## src/rtl/imm_gen_pipe.sv

```systemverilog
// imm_gen_pipe: pipelined RISC-V immediate generator (I/S/B/U/J, optional SHAMT).
// Optional feature macro: IMMGEN_SHAMT_EN enables format 6 as a zero-extended shift amount;
// without it formats 6 and 7 are both flagged illegal.
// Stage 1 builds the immediate; stages 2..DEPTH are plain delay registers.
// A flush clears every stage and forces one HOLD cycle in which input is ignored.
module imm_gen_pipe #(
    parameter int unsigned XLEN  = 32,
    parameter int unsigned DEPTH = 1
) (
    input  logic            clk,
    input  logic            rst,
    input  logic            in_valid,
    input  logic [24:0]     in_inst,
    input  logic [2:0]      in_fmt,
    input  logic            stall,
    input  logic            flush,
    output logic            out_valid,
    output logic [XLEN-1:0] out_imm,
    output logic [2:0]      out_fmt,
    output logic            out_illegal
);

    localparam int unsigned FW  = 3;
    localparam int unsigned SHW = (XLEN == 64) ? 6 : 5;

    localparam logic [FW-1:0] FMT_NONE  = 3'd0;
    localparam logic [FW-1:0] FMT_I     = 3'd1;
    localparam logic [FW-1:0] FMT_S     = 3'd2;
    localparam logic [FW-1:0] FMT_B     = 3'd3;
    localparam logic [FW-1:0] FMT_U     = 3'd4;
    localparam logic [FW-1:0] FMT_J     = 3'd5;
    localparam logic [FW-1:0] FMT_SHAMT = 3'd6;

    typedef struct packed {
        logic            valid;
        logic            illegal;
        logic [FW-1:0]   fmt;
        logic [XLEN-1:0] imm;
    } stage_t;

    typedef enum logic {
        RUN  = 1'b0,
        HOLD = 1'b1
    } state_t;

    state_t          state;
    state_t          state_next;
    logic            accept_c;
    logic            advance_c;
    logic            clear_c;
    logic [XLEN-1:0] imm_c;
    logic            illegal_c;
    stage_t          entry_c;
    stage_t          stage_q [DEPTH];

    // Control state register
    always_ff @(posedge clk) begin
        if (rst) begin
            state <= RUN;
        end else begin
            state <= state_next;
        end
    end

    // Next state and pipeline control; flush beats stall, HOLD lasts one cycle
    always_comb begin
        state_next = state;
        accept_c   = 1'b0;
        advance_c  = 1'b0;
        clear_c    = 1'b0;
        case (state)
            RUN: begin
                if (flush) begin
                    clear_c    = 1'b1;
                    state_next = HOLD;
                end else if (!stall) begin
                    advance_c = 1'b1;
                    accept_c  = 1'b1;
                end
            end
            HOLD: begin
                if (flush) begin
                    clear_c    = 1'b1;
                    state_next = HOLD;
                end else begin
                    advance_c  = !stall;
                    state_next = RUN;
                end
            end
            default: state_next = RUN;
        endcase
    end

    // Immediate assembly from instruction bits [31:7]
    always_comb begin
        imm_c     = '0;
        illegal_c = 1'b0;
        case (in_fmt)
            FMT_NONE: imm_c = '0;
            FMT_I: begin
                imm_c       = {XLEN{in_inst[24]}};
                imm_c[11:0] = in_inst[24:13];
            end
            FMT_S: begin
                imm_c       = {XLEN{in_inst[24]}};
                imm_c[11:5] = in_inst[24:18];
                imm_c[4:0]  = in_inst[4:0];
            end
            FMT_B: begin
                imm_c       = {XLEN{in_inst[24]}};
                imm_c[11]   = in_inst[0];
                imm_c[10:5] = in_inst[23:18];
                imm_c[4:1]  = in_inst[4:1];
                imm_c[0]    = 1'b0;
            end
            FMT_U: begin
                imm_c        = {XLEN{in_inst[24]}};
                imm_c[31:12] = in_inst[24:5];
                imm_c[11:0]  = '0;
            end
            FMT_J: begin
                imm_c        = {XLEN{in_inst[24]}};
                imm_c[19:12] = in_inst[12:5];
                imm_c[11]    = in_inst[13];
                imm_c[10:1]  = in_inst[23:14];
                imm_c[0]     = 1'b0;
            end
`ifdef IMMGEN_SHAMT_EN
            FMT_SHAMT: imm_c[SHW-1:0] = in_inst[13 +: SHW];
`else
            FMT_SHAMT: illegal_c = 1'b1;
`endif
            default: illegal_c = 1'b1;
        endcase
    end

    // Stage-1 payload; anything not accepted becomes an all-zero bubble
    always_comb begin
        entry_c = '0;
        if (accept_c && in_valid) begin
            entry_c.valid   = 1'b1;
            entry_c.illegal = illegal_c;
            entry_c.fmt     = in_fmt;
            entry_c.imm     = illegal_c ? '0 : imm_c;
        end
    end

    // Pipeline registers: clear on reset/flush, hold on stall, else shift
    always_ff @(posedge clk) begin
        if (rst || clear_c) begin
            for (int i = 0; i < int'(DEPTH); i++) begin
                stage_q[i] <= '0;
            end
        end else if (advance_c) begin
            stage_q[0] <= entry_c;
            for (int i = 1; i < int'(DEPTH); i++) begin
                stage_q[i] <= stage_q[i-1];
            end
        end
    end

    assign out_valid   = stage_q[DEPTH-1].valid;
    assign out_imm     = stage_q[DEPTH-1].imm;
    assign out_fmt     = stage_q[DEPTH-1].fmt;
    assign out_illegal = stage_q[DEPTH-1].illegal;

endmodule

```

## config.mk

```make
export PLATFORM = sky130hd
export DESIGN_NAME = imm_gen_pipe
export DESIGN_NICKNAME = d
export VERILOG_FILES = /design/src/rtl/imm_gen_pipe.sv
export SDC_FILE = /design/constraint.sdc
export NUM_CORES = 1
export LEC_CHECK = 0
export CAP_MARGIN = 5
export CORE_MARGIN = 4
export CORE_UTILIZATION = 40
export DETAILED_ROUTE_END_ITERATION = 7
export MAX_ROUTING_LAYER = met4
export PLACE_DENSITY = 0.8
export SETUP_SLACK_MARGIN = 0.1
export SLEW_MARGIN = 20
export SYNTH_ARGS = -nofsm -noshare
export SYNTH_HDL_FRONTEND = slang
export SYNTH_SLANG_ARGS = --single-unit
```

## constraint.sdc

```tcl
create_clock -name clk -period 5.1 [get_ports clk]
set_clock_uncertainty 0.1 [all_clocks]
set_input_delay 1.02 -clock clk [delete_from_list [all_inputs] [get_ports clk]]
set_output_delay 1.02 -clock clk [all_outputs]
set_load 0.005 [all_outputs]
```

# Word level (Yosys, flattened, before mapping)
# Memory sizes are Yosys's and may differ from the RTL's.
# Index checks and enable logic that the tools add are counted.
[op_classes] bitwise_logic=1 n_eq_ne=5 n_reduce_logical=6 mux=17
[op_table] cell="32-bit case mux with 5 select lines" count=1
[op_table] cell="37-bit 2-to-1 mux" count=2
[op_table] cell="37-bit OR reduction" count=1
[op_table] cell="32-bit 2-to-1 mux" count=1
[op_table] cell="1-bit 2-to-1 mux" count=12
[op_table] cell="3-bit by 2-bit == test with 1-bit output (second input constant)" count=2
[op_table] cell="3-bit == test (second input constant)" count=2
[op_table] cell="6-bit OR reduction" count=1
[op_table] cell="3-bit by 1-bit == test with 1-bit output (second input constant)" count=1
[op_table] cell="3-bit zero test" count=1
[op_table] cell="1-bit case mux with 2 select lines" count=1
[op_table] cell="1-bit logical AND" count=1
[op_table] cell="1-bit zero test" count=1
[op_table] cell="1-bit logical OR" count=1
[op_table] cell="1-bit NOT" count=1
[word_totals] memories=1 elab_cells=31 ff_bits=1 out_inout_bits=37 ramBits=37
[mem_list] memory="stage_q" words=1 word_bits=37 read_ports=1 rd_ports_with_merged_regs=0 wr=1 line_no="54" source="stage_t stage_q [DEPTH];"

# Depth between registers and ports, before layout
[depth] depth_word=8 mapped_depth=5 ltp_nobuf=4

# Worst setup path before layout
# No wires, ideal clock.
[synth_path] path_type="input to register" from="input flush" to="memory stage_q[0][0] (netlist name), enable pin" t_arrival_ns=1.881 setup_slack_ns=2.606 path_stages=2 path_buffers=0 t_required_ns=4.488 cell_sequence="nor2_1 > nand2_1"
[synth_between] elab_chain_cells=7 elab_cells_between_ends=12 classes_between="mux (10); reduce/logical (2)"
[synth_lines] element="from (decl)" line_no="16" source="input logic flush,"
[synth_lines] element="1-bit 2-to-1 mux, on equally long branches" line_no="82, 73"
[synth_lines] element="1-bit case mux with 2 select lines" line_no="71" source="case (state)"
[synth_lines] element="1-bit 2-to-1 mux" line_no="154" source="end else if (advance_c) begin"
[synth_lines] element="1-bit 2-to-1 mux" line_no="150" source="if (rst || clear_c) begin"
[synth_lines] element="1-bit 2-to-1 mux (not written as such)" line_no="155" source="stage_q[0] <= entry_c;"
[synth_lines] element="37-bit OR reduction (no line)"
[synth_lines] element="1-bit 2-to-1 mux (no line) (*)"
[synth_lines] element="to (decl)" line_no="54"
# Every way passes the cells marked *; elsewhere a longest branch is shown, timed or not.

# Final worst setup path
[layout_path] from="input in_fmt[1]" to="memory stage_q[0][14] (netlist name), data pin"
[layout_between] elab_chain_cells=5 elab_cells_between_ends=11 classes_between="eq/ne (5); mux (4); reduce/logical (2)"
[layout_lines] element="from (decl)" line_no="14" source="input logic [2:0] in_fmt,"
[layout_lines] element="3-bit == test, or another cell as far along" line_no="98" source="case (in_fmt)"
[layout_lines] element="32-bit case mux with 5 select lines / 6-bit OR reduction (equally long branches)"
[layout_lines] element="32-bit 2-to-1 mux (*)" line_no="144" source="entry_c.imm = illegal_c ? '0 : imm_c;"
[layout_lines] element="37-bit 2-to-1 mux (*)" line_no="140" source="if (accept_c && in_valid) begin"
[layout_lines] element="37-bit 2-to-1 mux (no line) (*)"
# Marked as above.

==> impl_metrics.env <==
export IMPL_tightest_slew_ns=0.749
export IMPL_overflow=0
export IMPL_viasPerCell=5.00
export IMPL_place_area_um2=2450
export IMPL_syn_nets=164
export IMPL_synth_main_ff_cell="edfxtp_1"
export IMPL_route_detailed_drc=0
export IMPL_route_vias_total=1259
export IMPL_maxCapViolCount=0
export IMPL_status="finished, final reports clean"
export IMPL_firstDrtPassIters=4
export IMPL_cts_setup_buffers=0
export IMPL_area_growth_pct=46.8
export IMPL_place_hpwl_um=2970
export IMPL_clock_sinks=38
export IMPL_die_area_um2=5430
export IMPL_synth_yosys_seq_area_share_pct=65.6
export IMPL_arrival_ns=2.75
export IMPL_design_area_um2=2530
export IMPL_dp_cells=244
export IMPL_crit_type="primary input to register"
export IMPL_total_power_uw=637
export IMPL_wl_um=3900
export IMPL_pre_cts_slack_ns=1.85
export IMPL_root_buffer="clkbuf_8"
export IMPL_power_density_nw_per_um2=251
export IMPL_syn_cell_area_um2=1720
export IMPL_finalSetupViolations=0
export IMPL_rows=23
export IMPL_tns_ns=0
export IMPL_final_cells=252
export IMPL_die_w_um=73.7
export IMPL_fmax_mhz=352
export IMPL_ys_async_sr_fraction_pct=0
export IMPL_post_cts_resized=0
export IMPL_num_nets_final=235
export IMPL_min_path_type="register to register"
export IMPL_critPathMaxFanout=26
export IMPL_cts_buffer_depth=2
export IMPL_wl_per_cell_um=15.5
export IMPL_synth_edf_count=37
export IMPL_required_ns=5.01
export IMPL_clk_pin_slew_ns=0.07
export IMPL_io_pins=70
export IMPL_grt_max_degree=27
export IMPL_cts_hold_buf=0
export IMPL_final_antenna_net_count=0
export IMPL_cts_buffers_inserted=5
export IMPL_ir_drop_mv=0.156
export IMPL_power_leakage_uw=0.000905
export IMPL_cp_start_kind="primary input"
export IMPL_synth_distinct_cells=27
export IMPL_die_height_um=73.7
export IMPL_grt_total_usage_pct=15.4
export IMPL_yosys_warnings=0
export IMPL_hold_viol=0
export IMPL_clock_latency_ns=0.28
export IMPL_layout_drive_gt1_share_pct=14.9
export IMPL_cts_htree_levels=2
export IMPL_core_um2=4090
export IMPL_initial_core_util_pct=42.2
export IMPL_slew_violations=0
export IMPL_io_buffers=69
export IMPL_num_antenna_cells=0
export IMPL_layout_min_cycle_time_ns=2.84
export IMPL_synth_area_per_cell_um2=13.3
export IMPL_dr_first_iter_drc_count=50
export IMPL_postSynthCellCount=130
export IMPL_min_period_over_period_pct=55.7
export IMPL_rsz0062_at_grt="false"
export IMPL_cts_tree="done"
export IMPL_gp_congestion=0.760
export IMPL_relSlewSlack_pct=50.0
export IMPL_antenna_found_initial=0
export IMPL_grt_pass1_wl_um=6130
export IMPL_setup_ws_ns=2.26
export IMPL_yosys_register_bits=38
export IMPL_grt_pass1_vias=1303
export IMPL_endpoint_kind="register"
## stage by stage
step                      util (%)  hold slack [ns]
after floorplan                  -            0.614
after global placement        59.9            0.651
after detailed placement      59.9            0.683
after CTS                     61.8            0.696
after global routing          61.9            0.747
final                         61.9            0.694
## layer usage
metal / up-vias / GRT usage, % / share of wire, %
met5: - / - / 0
met4: 0 / 3.62 / 0.72
met3: 5 / 4.51 / 6.4
met2: 44 / 26.9 / 55
met1: 588 / 17.4 / 38
li1: 622 / - / -
## cell families (layout without fill, tap and decap cells)
| logic type | after synthesis | count (layout) | share of synthesized area (%) |
|---|---|---|---|
| flops | 38 | 38 | 65.6 |
| mux | 1 | 1 | 0.653 |
| buf+inv | 7 | 79 | 2.68 |
| simple gates | 54 | 54 | 16.6 |
| fa+ha+maj | 1 | 1 | 0.726 |
| compound gates | 29 | 29 | 13.7 |
## worst max-delay path: stages
cell and delay [ns]:
clkdlybuf4s50_1 0.71, ha_1 0.33, o2111ai_2 0.19, buf_4 0.38, a21oi_1 0.10
## power by group
| group | switching (uW) | internal [uW] |
|---|---|---|
| registers | 3.38 | 353 |
| logic | 36.0 | 49.6 |
| clock network | 97.6 | 97.1 |
## path summary, 6_finish.rpt
path | from | to | slack (ns) | depth (start not counted)
min reg2reg | state | stage_q[0][36] | 0.69 | 2
min | state | stage_q[0][36] | 0.69 | 2
max | in_fmt[1] | stage_q[0][14] | 2.26 | 5
max reg2reg | state | stage_q[0][0] | 3.69 | 4
## registers in the layout, indices dropped and copies added (netlist names)
signal / count
stage_q: 37
state: 1
## layout make-up
class                      instances  area [um2]
clock buffer                       8        80.1
multi-input combinational         85         552
timing repair buffer              71         706
sequential                        38        1130
tap                               50        62.6
fill                             308        1560
## cells in the mapped netlist (2+ instances only)
library cell	n	area (um2)
nor2_1	2	7.51
edfxtp_1	37	1110
nand2_1	23	86.3
a22oi_1	4	30.0
buf_6	2	22.5
buf_2	4	20.0
and2_1	5	31.3
nand3b_1	2	15.0
and3_1	7	43.8
nor2_2	4	25.0
nor2b_1	5	31.3
a21oi_2	16	140
a21oi_1	5	25.0
## layout by cell type, fill, tap and decap left out, types with 2 or more instances in the layout
cell,netlist,routed
clkdlybuf4s50_1,0,69
edfxtp_1,37,37
nand2_1,23,23
a21oi_2,16,16
and3_1,7,7
nor2b_1,5,5
and2_1,5,5
a21oi_1,5,5
clkbuf_8,0,5
a22oi_1,4,4
nor2_2,4,4
clkbuf_1,1,3
nor2_1,2,2
nor3b_2,1,2
nand3b_1,2,2
buf_4,0,2
Note: power is estimated with default switching activity, not from simulation.
